--- config.mk ---
export PLATFORM = sky130hd
export DESIGN_NAME = alu_arbiter
export DESIGN_NICKNAME = d
export VERILOG_FILES = /design/src/rtl/alu_arbiter.sv
export SDC_FILE = /design/constraint.sdc
export NUM_CORES = 1
export LEC_CHECK = 0
export CAP_MARGIN = 0
export CORE_AREA = 2 2 173 107
export DETAILED_ROUTE_END_ITERATION = 8
export DIE_AREA = 0 0 175 109
export PLACE_DENSITY_LB_ADDON = 0.25
export SYNTH_ARGS = -nofsm -noshare
export SYNTH_HDL_FRONTEND = slang
export SYNTH_HIERARCHICAL = 1
export SYNTH_SLANG_ARGS = --single-unit
--- constraint.sdc ---
create_clock -name clk -period 1.6 [get_ports clk]
set_clock_uncertainty 0.15 [all_clocks]
set_input_delay 0.24 -clock clk [delete_from_list [all_inputs] [get_ports clk]]
set_output_delay 0.24 -clock clk [all_outputs]
set_load 0.1 [all_outputs]
--- src/rtl/alu_arbiter.sv ---
// Two-port arbiter in front of the shared combinational ALU: accept one op,
// drive the ALU for one cycle, park the result in the winner's response register.

module alu_arb_rsp (
    input  logic        clk,
    input  logic        rst_n,
    input  logic        cap,
    input  logic        ready,
    input  logic [31:0] res_d,
    input  logic        less_d,
    input  logic        zero_d,
    output logic        valid,
    output logic [31:0] result,
    output logic        less,
    output logic        zero
);
    // Capture wins over a same-edge ready: valid was low while the op executed.
    always_ff @(posedge clk or negedge rst_n) begin
        if (!rst_n) begin
            valid  <= 1'b0;
            result <= '0;
            less   <= 1'b0;
            zero   <= 1'b0;
        end else if (cap) begin
            valid  <= 1'b1;
            result <= res_d;
            less   <= less_d;
            zero   <= zero_d;
        end else if (valid && ready) begin
            valid  <= 1'b0;
        end
    end
endmodule

module alu_arbiter #(
    parameter bit RR_EN     = 1'b1,
    parameter bit LESS_MASK = 1'b1
) (
    input  logic        clk,
    input  logic        rst_n,
    input  logic        req0_valid,
    output logic        req0_ready,
    input  logic [31:0] req0_a,
    input  logic [31:0] req0_b,
    input  logic [2:0]  req0_ctr,
    input  logic        req0_ext,
    output logic        rsp0_valid,
    input  logic        rsp0_ready,
    output logic [31:0] rsp0_result,
    output logic        rsp0_less,
    output logic        rsp0_zero,
    input  logic        req1_valid,
    output logic        req1_ready,
    input  logic [31:0] req1_a,
    input  logic [31:0] req1_b,
    input  logic [2:0]  req1_ctr,
    input  logic        req1_ext,
    output logic        rsp1_valid,
    input  logic        rsp1_ready,
    output logic [31:0] rsp1_result,
    output logic        rsp1_less,
    output logic        rsp1_zero,
    output logic [31:0] alu_dataa,
    output logic [31:0] alu_datab,
    output logic [2:0]  alu_ctr,
    output logic        alu_ext,
    input  logic [31:0] alu_result,
    input  logic        alu_less,
    input  logic        alu_zero,
    output logic        busy
);
    localparam logic [2:0] ALU_ADD  = 3'd0;
    localparam logic [2:0] ALU_SLT  = 3'd2;
    localparam logic [2:0] ALU_SLTU = 3'd3;

    localparam logic [0:0] IDLE = 1'b0;
    localparam logic [0:0] EXEC = 1'b1;

    typedef struct packed {
        logic [31:0] a;
        logic [31:0] b;
        logic [2:0]  ctr;
        logic        ext;
    } alu_op_t;

    alu_op_t [1:0]        req_op;
    alu_op_t              op_q;
    logic [0:0]           state;
    logic                 owner;
    logic                 last_grant;
    logic [1:0]           qv, rdy, free, elig, acc, cap, rrdy, rv, rl, rz;
    logic [1:0][31:0]     rres;
    logic                 pick1;
    logic                 less_cap;

    assign req_op[0] = {req0_a, req0_b, req0_ctr, req0_ext};
    assign req_op[1] = {req1_a, req1_b, req1_ctr, req1_ext};
    assign qv        = {req1_valid, req0_valid};
    assign rrdy      = {rsp1_ready, rsp0_ready};

    assign busy = (state == EXEC);
    assign free = (state == IDLE) ? ~rv : 2'b00;
    assign elig = free & qv;

    // Tie-break used only when both ports are eligible.
    assign pick1  = RR_EN ? (last_grant == 1'b0) : 1'b0;
    assign rdy[0] = free[0] && !(elig[1] && pick1);
    assign rdy[1] = free[1] && !(elig[0] && !pick1);
    assign acc    = qv & rdy;

    assign req0_ready = rdy[0];
    assign req1_ready = rdy[1];

    always_ff @(posedge clk or negedge rst_n) begin
        if (!rst_n) begin
            state      <= IDLE;
            op_q       <= '{a: 32'd0, b: 32'd0, ctr: ALU_ADD, ext: 1'b0};
            owner      <= 1'b0;
            last_grant <= 1'b1;
        end else if (state == EXEC) begin
            state <= IDLE;
        end else if (|acc) begin
            op_q       <= req_op[acc[1]];
            owner      <= acc[1];
            last_grant <= acc[1];
            state      <= EXEC;
        end
    end

    assign alu_dataa = op_q.a;
    assign alu_datab = op_q.b;
    assign alu_ctr   = op_q.ctr;
    assign alu_ext   = op_q.ext;

    assign less_cap = (LESS_MASK && op_q.ctr != ALU_SLT && op_q.ctr != ALU_SLTU)
                      ? 1'b0 : alu_less;

    for (genvar g = 0; g < 2; g++) begin : g_rsp
        assign cap[g] = busy && (owner == 1'(g));
        alu_arb_rsp u_rsp (
            .clk    (clk),
            .rst_n  (rst_n),
            .cap    (cap[g]),
            .ready  (rrdy[g]),
            .res_d  (alu_result),
            .less_d (less_cap),
            .zero_d (alu_zero),
            .valid  (rv[g]),
            .result (rres[g]),
            .less   (rl[g]),
            .zero   (rz[g])
        );
    end

    assign rsp0_valid  = rv[0];
    assign rsp0_result = rres[0];
    assign rsp0_less   = rl[0];
    assign rsp0_zero   = rz[0];
    assign rsp1_valid  = rv[1];
    assign rsp1_result = rres[1];
    assign rsp1_less   = rl[1];
    assign rsp1_zero   = rz[1];
endmodule
==> results.json, run 1 <==
{
  "outcome": "finished, violations left",
  "failed_checks": "negative setup slack",
  "cts_tree": "yes",
  "clkSinkCount": 141,
  "min_period_ns": 1.907,
  "max_stage_delay_ns": 0.47,
  "startpoint_type": "flop",
  "relSlewSlack": 0.8009,
  "final_cell_count_no_fill": 1152,
  "avgRoutedWirePerCell_um": 19.56,
  "ant_nets": 0,
  "grt_pass1_vias": 5569,
  "clockBufferDepth": 2,
  "finalHoldWorstSlack_ns": 0.1230,
  "dr_total_vias": 5538,
  "ys_seq_elements": 141,
  "dieArea_mm2": 0.01908,
  "yosys.area.top_type": "dfrtp_1",
  "die_y_um": 109,
  "max_freq_ghz": 0.5244,
  "worst_pin_slew_ns": 0.2987,
  "wl_um": 22530,
  "cp-end-kind": "output pin",
  "hpwl_um": 14630,
  "start_util": 0.3506,
  "netlist_top_cells_area": "dfrtp_1 (57%), mux2_4 (14%), nand2_1 (8.3%)",
  "routed_via_density": 4.807,
  "coreArea_mm2": 0.01764,
  "synthToLayoutAreaGrowth_pct": 107.8,
  "finalHoldViolations": 0,
  "synth_top_area_frac": 0.5665,
  "io_pins": 317,
  "min_path_type": "in -> async",
  "grt_start_max_net_pins": 34,
  "rsz0062_at_grt": "yes",
  "synth_cell_type_count": 23,
  "drc": 0,
  "synth.top_cells.by_count": "dfrtp_1 (140), nand2_1 (137), nor2_1 (70)",
  "cts_made_buffers": 17,
  "synth_top_flop_cell": "dfrtp_1",
  "period_share": 1.192,
  "maxCapViolCount": 0,
  "synthesis.area_mm2": 0.006185,
  "rows": 38,
  "place_inst": 1088,
  "path_max_fanout": 4,
  "cp.arrival_ns": 1.52,
  "grt.overflow.total": 0,
  "synth_cells": 540,
  "post-route-util": 0.7286,
  "n_antenna_cell": 0,
  "worstSetupPathType": "reg -> out",
  "dp_slack_ns": -0.4339,
  "setup_violations": 143,
  "slowest_stage": "dfrtp_4",
  "slew_viol_final": 0,
  "globalplace.congestion": 0.7754,
  "yosysSeqAreaShare": 0.5707,
  "antenna_found_initial": 0,
  "chipWidth_um": 175,
  "clkTransAtPathRegs_ns": 0.07,
  "clock_latency_ns": 0.40,
  "numPortBuffers": 316,
  "fin_nets": 1075,
  "drt_iter0_markers": 312,
  "cp_common_cell": "buf_12",
  "synth.most_common_cell": "dfrtp_1",
  "syn-num-nets": 716,
  "syn-mean-instance-area_um2": 11.45,
  "cp_cell_sequence": "buf_6 -> buf_12 -> nor3_4 -> buf_12",
  "setup_slack_ns": -0.3068,
  "dr.pass1.iters": 4,
  "grt_pass1_wl_um": 31940,
  "synth_warnings": 6,
  "grtUsageTotal": 0.2203,
  "ys_async_sr_fraction": 1.000,
  "crit_required_ns": 1.21,
  "layout-drive-gt1-share": 0.4134,
  "htree_levels": 4,
  "synth-edff-count": 0,
  "clockRootBuffer": "clkbuf_16"
}
-- repair_timing --
item | CTS | global route
setup endpoints to repair | 110 | 143
cloned | 8 | 11
hold buffers | 1 | 0
resized for setup | 27 | 97
buffers inserted | 11 | 5
hold endpoints to repair | 140 | 0
pin swaps | 11 | 97
-- cells in the final DEF (no fill, tap or decap), types with 2 or more instances in the layout --
| cell type | netlist | layout |
|---|---|---|
| a31oi_1 | 68 | 59 |
| clkbuf_16 | 0 | 27 |
| clkdlybuf4s50_1 | 0 | 174 |
| nor2_1 | 70 | 69 |
| buf_16 | 0 | 7 |
| mux2_4 | 58 | 68 |
| bufinv_16 | 0 | 2 |
| buf_4 | 5 | 10 |
| a31oi_2 | 0 | 4 |
| inv_8 | 0 | 2 |
| dfrtp_1 | 140 | 136 |
| buf_6 | 9 | 17 |
| nand2_2 | 0 | 24 |
| inv_6 | 0 | 6 |
| a21o_1 | 2 | 2 |
| a31oi_4 | 0 | 5 |
| nand2b_4 | 2 | 2 |
| nor3_4 | 1 | 3 |
| nand2_4 | 0 | 26 |
| clkinv_4 | 0 | 3 |
| buf_12 | 6 | 159 |
| inv_1 | 4 | 4 |
| nand2_1 | 137 | 87 |
| dfrtp_4 | 0 | 3 |
-- metal layers --
layer,GRT usage,vias up,part of all wire
met5,0,-,0
met4,0.05000,0,0.012
met3,0.07392,20,0.074
met2,0.3676,224,0.49
met1,0.2800,2737,0.42
li1,-,2557,-
-- path summary, 6_finish.rpt --
path	start	to	slack, ns	depth (start not counted)
max	busy	req1_ready	-0.31	4
min	rst_n	g_rsp[1].u_rsp/result[13]	0.12	2
max reg2reg	g_rsp[0].u_rsp/valid	alu_datab[8]	-0.30	8
min reg2reg	g_rsp[1].u_rsp/result[18]	g_rsp[1].u_rsp/result[18]	0.43	1
max in group asynchronous	rst_n	last_grant	0.60	3
min in group clk	req0_a[3]	alu_dataa[3]	0.24	3
-- worst max-delay path: cells and delay by family, from the launching register on --
kind / cells / cell delay, ns
buffers and inverters: 3 / 0.45
DFF: 1 / 0.47
and+or+nand+nor: 1 / 0.19
-- logic make-up after synthesis --
family / share of synthesized area
simple gates: 0.1388
flops: 0.5707
compound gates: 0.07546
mux: 0.1590
buf+inv: 0.05604
-- cell type report --
cell class	count	area [µm²]
Multi-Input combinational cell	357	2743
Timing Repair Buffer	378	5644
Sequential cell	141	3542
Clock buffer	18	439.2
Tap cell	240	300.3
Inverter	4	15.01
Clock inverter	14	168.9
Fill cell	1129	4787
-- through the flow --
step	area, µm²	TNS (ns)
after global placement	11220	-27.87
final	12850	-24.12
after global routing	12850	-31.21
after CTS	12240	-22.68
after floorplan	6284	-32.13
after detailed placement	11220	-28.91
-- registers in the layout, indices dropped and copies added, names as in the netlist --
signal	count
g_rsp.u_rsp/less	2
g_rsp.u_rsp/zero	2
alu_ctr	3
alu_datab	32
alu_dataa	32
owner	1
alu_ext	1
busy	1
g_rsp.u_rsp/result	64
last_grant	1
g_rsp.u_rsp/valid	2
Power of run 1 is left out: the tool's default activity adds up to more than one toggle a clock period on the data nets, which glitch-free logic cannot reach.
==> run 2, diff against run 1 <==
--- a/config.mk
+++ b/config.mk
@@ -6,9 +6,10 @@
 export NUM_CORES = 1
 export LEC_CHECK = 0
 export CAP_MARGIN = 0
-export CORE_AREA = 2 2 173 107
+export CORE_AREA = 2 2 147 92
 export DETAILED_ROUTE_END_ITERATION = 8
-export DIE_AREA = 0 0 175 109
+export DIE_AREA = 0 0 149 94
+export DONT_BUFFER_PORTS = 1
 export PLACE_DENSITY_LB_ADDON = 0.25
 export SYNTH_ARGS = -nofsm -noshare
 export SYNTH_HDL_FRONTEND = slang
==> run 2 against run 1 <==
Net effect: the flow now stops in 5_1_grt; synthesized area unchanged; synthesized cell count unchanged.
==> results.json, run 2 <==
{
  "ys_async_sr_fraction": 1.000,
  "error": "[ERROR DPL-0038] Utilization greater than 100%, impossible to legalize",
  "yosys.area.top_type": "dfrtp_1",
  "synth.most_common_cell": "dfrtp_1",
  "syn-num-nets": 716,
  "start_util": 0.4919,
  "die_y_um": 94,
  "rows": 32,
  "synth_warnings": 6,
  "clkSinkCount": 141,
  "cts_made_buffers": 17,
  "hpwl_um": 12740,
  "synth-edff-count": 0,
  "outcome": "stopped before the end",
  "ys_seq_elements": 141,
  "synth_cell_type_count": 23,
  "synth.top_cells.by_count": "dfrtp_1 (140), nand2_1 (137), nor2_1 (70)",
  "synthMuxAreaShare": 0.1590,
  "synth_top_area_frac": 0.5665,
  "worst-endpoint-pin-kind": "sequential cell input",
  "chipWidth_um": 149,
  "synth_top_flop_cell": "dfrtp_1",
  "dp_slack_ns": -0.2589,
  "yosysSeqAreaShare": 0.5707,
  "htree_levels": 4,
  "clockRootBuffer": "clkbuf_16",
  "lastStage": "5_1_grt",
  "synthesis.area_mm2": 0.006185,
  "syn-mean-instance-area_um2": 11.45,
  "clockBufferDepth": 2,
  "io_pins": 317,
  "postGrtWorstEndpoint": "alu_datab[29]$_DFFE_PN0P_/D",
  "synthAdderAreaFrac": 0,
  "synth_top_family_by_area": "multiplexers",
  "synthXorXnorAreaFrac": 0,
  "synthSimpleGateAreaFrac": 0.1388,
  "place_inst": 836,
  "synth_compound_area_frac": 0.07546,
  "netlist_top_cells_area": "dfrtp_1 (57%), mux2_4 (14%), nand2_1 (8.3%)",
  "globalplace.congestion": 0.8536,
  "synth_cells": 540,
  "grt_start_max_net_pins": 142,
  "numPortBuffers": 0
}
==> run 2: cell counts after synthesis <==
No cell type changed its count.
==> run 2: per-stage QoR <==
stage | util | area (µm²)
after floorplan | - | 6284
after global placement | 0.6643 | 8352
after detailed placement | 0.6643 | 8352
after CTS | 0.9251 | 11630
==> run 2: repair_timing <==
item | in CTS
setup endpoints to repair | 108
pin swaps | 36
endpoints found under the hold margin | 277
setup buffers | 20
gates cloned | 19
hold buffers | 171
resized for setup | 73
==> run 2: cells by family after synthesis <==
family,after synthesis
mux,68
compound gates,73
flops,141
buf+inv,42
simple gates,216
==> run 3, diff against run 2 <==
--- a/config.mk
+++ b/config.mk
@@ -6,11 +6,11 @@
 export NUM_CORES = 1
 export LEC_CHECK = 0
 export CAP_MARGIN = 0
-export CORE_AREA = 2 2 147 92
+export CORE_AREA = 2 2 136 138
 export DETAILED_ROUTE_END_ITERATION = 8
-export DIE_AREA = 0 0 149 94
+export DIE_AREA = 0 0 138 140
 export DONT_BUFFER_PORTS = 1
-export PLACE_DENSITY_LB_ADDON = 0.25
+export PLACE_DENSITY_LB_ADDON = 0.15
 export SYNTH_ARGS = -nofsm -noshare
 export SYNTH_HDL_FRONTEND = slang
 export SYNTH_HIERARCHICAL = 1
==> constraint.sdc (replaced) <==
create_clock -name clk -period 2.1 [get_ports clk]
set_clock_uncertainty 0.15 [all_clocks]
set_input_delay 0.315 -clock clk [delete_from_list [all_inputs] [get_ports clk]]
set_output_delay 0.315 -clock clk [all_outputs]
set_load 0.1 [all_outputs]
==> run 3 against run 2 <==
Net effect: the run fails in 4_1_cts; synthesized cell count unchanged; synthesized area stayed put.
==> results.json, run 3 <==
{
  "synth.top_cells.by_count": "dfrtp_1 (140), nand2_1 (137), nor2_1 (70)",
  "outcome": "stopped before the end",
  "lastStage": "4_1_cts",
  "io_pins": 317,
  "synth-edff-count": 0,
  "ctsHoldBuffers": 170,
  "synth_cell_type_count": 23,
  "chipWidth_um": 138,
  "hpwl_um": 11330,
  "synthesis.area_mm2": 0.006185,
  "globalplace.congestion": 0.7955,
  "ys_seq_elements": 141,
  "cts_made_buffers": 17,
  "clockRootBuffer": "clkbuf_16",
  "synth_top_area_frac": 0.5665,
  "yosysSeqAreaShare": 0.5707,
  "ys_async_sr_fraction": 1.000,
  "syn-mean-instance-area_um2": 11.45,
  "die_y_um": 140,
  "htree_levels": 4,
  "synth_top_flop_cell": "dfrtp_1",
  "error": "[ERROR RSZ-0060] Max buffer count reached.",
  "synth.most_common_cell": "dfrtp_1",
  "numPortBuffers": 0,
  "clkSinkCount": 141,
  "netlist_top_cells_area": "dfrtp_1 (57%), mux2_4 (14%), nand2_1 (8.3%)",
  "post_cts_buffers": 0,
  "synth_cells": 540,
  "syn-num-nets": 716,
  "clockBufferDepth": 2,
  "yosys.area.top_type": "dfrtp_1",
  "rows": 49,
  "ctsResizeCount": 0,
  "synth_warnings": 6,
  "dp_slack_ns": 0.1220,
  "start_util": 0.3479
}
## run 3: kinds of logic after synthesis
family | synth area share
buffers and inverters | 0.05604
AND/OR/NAND/NOR | 0.1388
multiplexers | 0.1590
AO/OA/AOI/OAI | 0.07546
flip-flops | 0.5707
## run 3: through the flow
| step | instance area [µm²] | instances | hold WS (ns) | util |
|---|---|---|---|---|
| 3_3_place_gp | 6904 | 814 | -0.1276 | 0.3883 |
| 2_1_floorplan | 6216 | 540 | -0.1306 | - |
| 3_5_place_dp | 6904 | 814 | -0.1275 | 0.3883 |
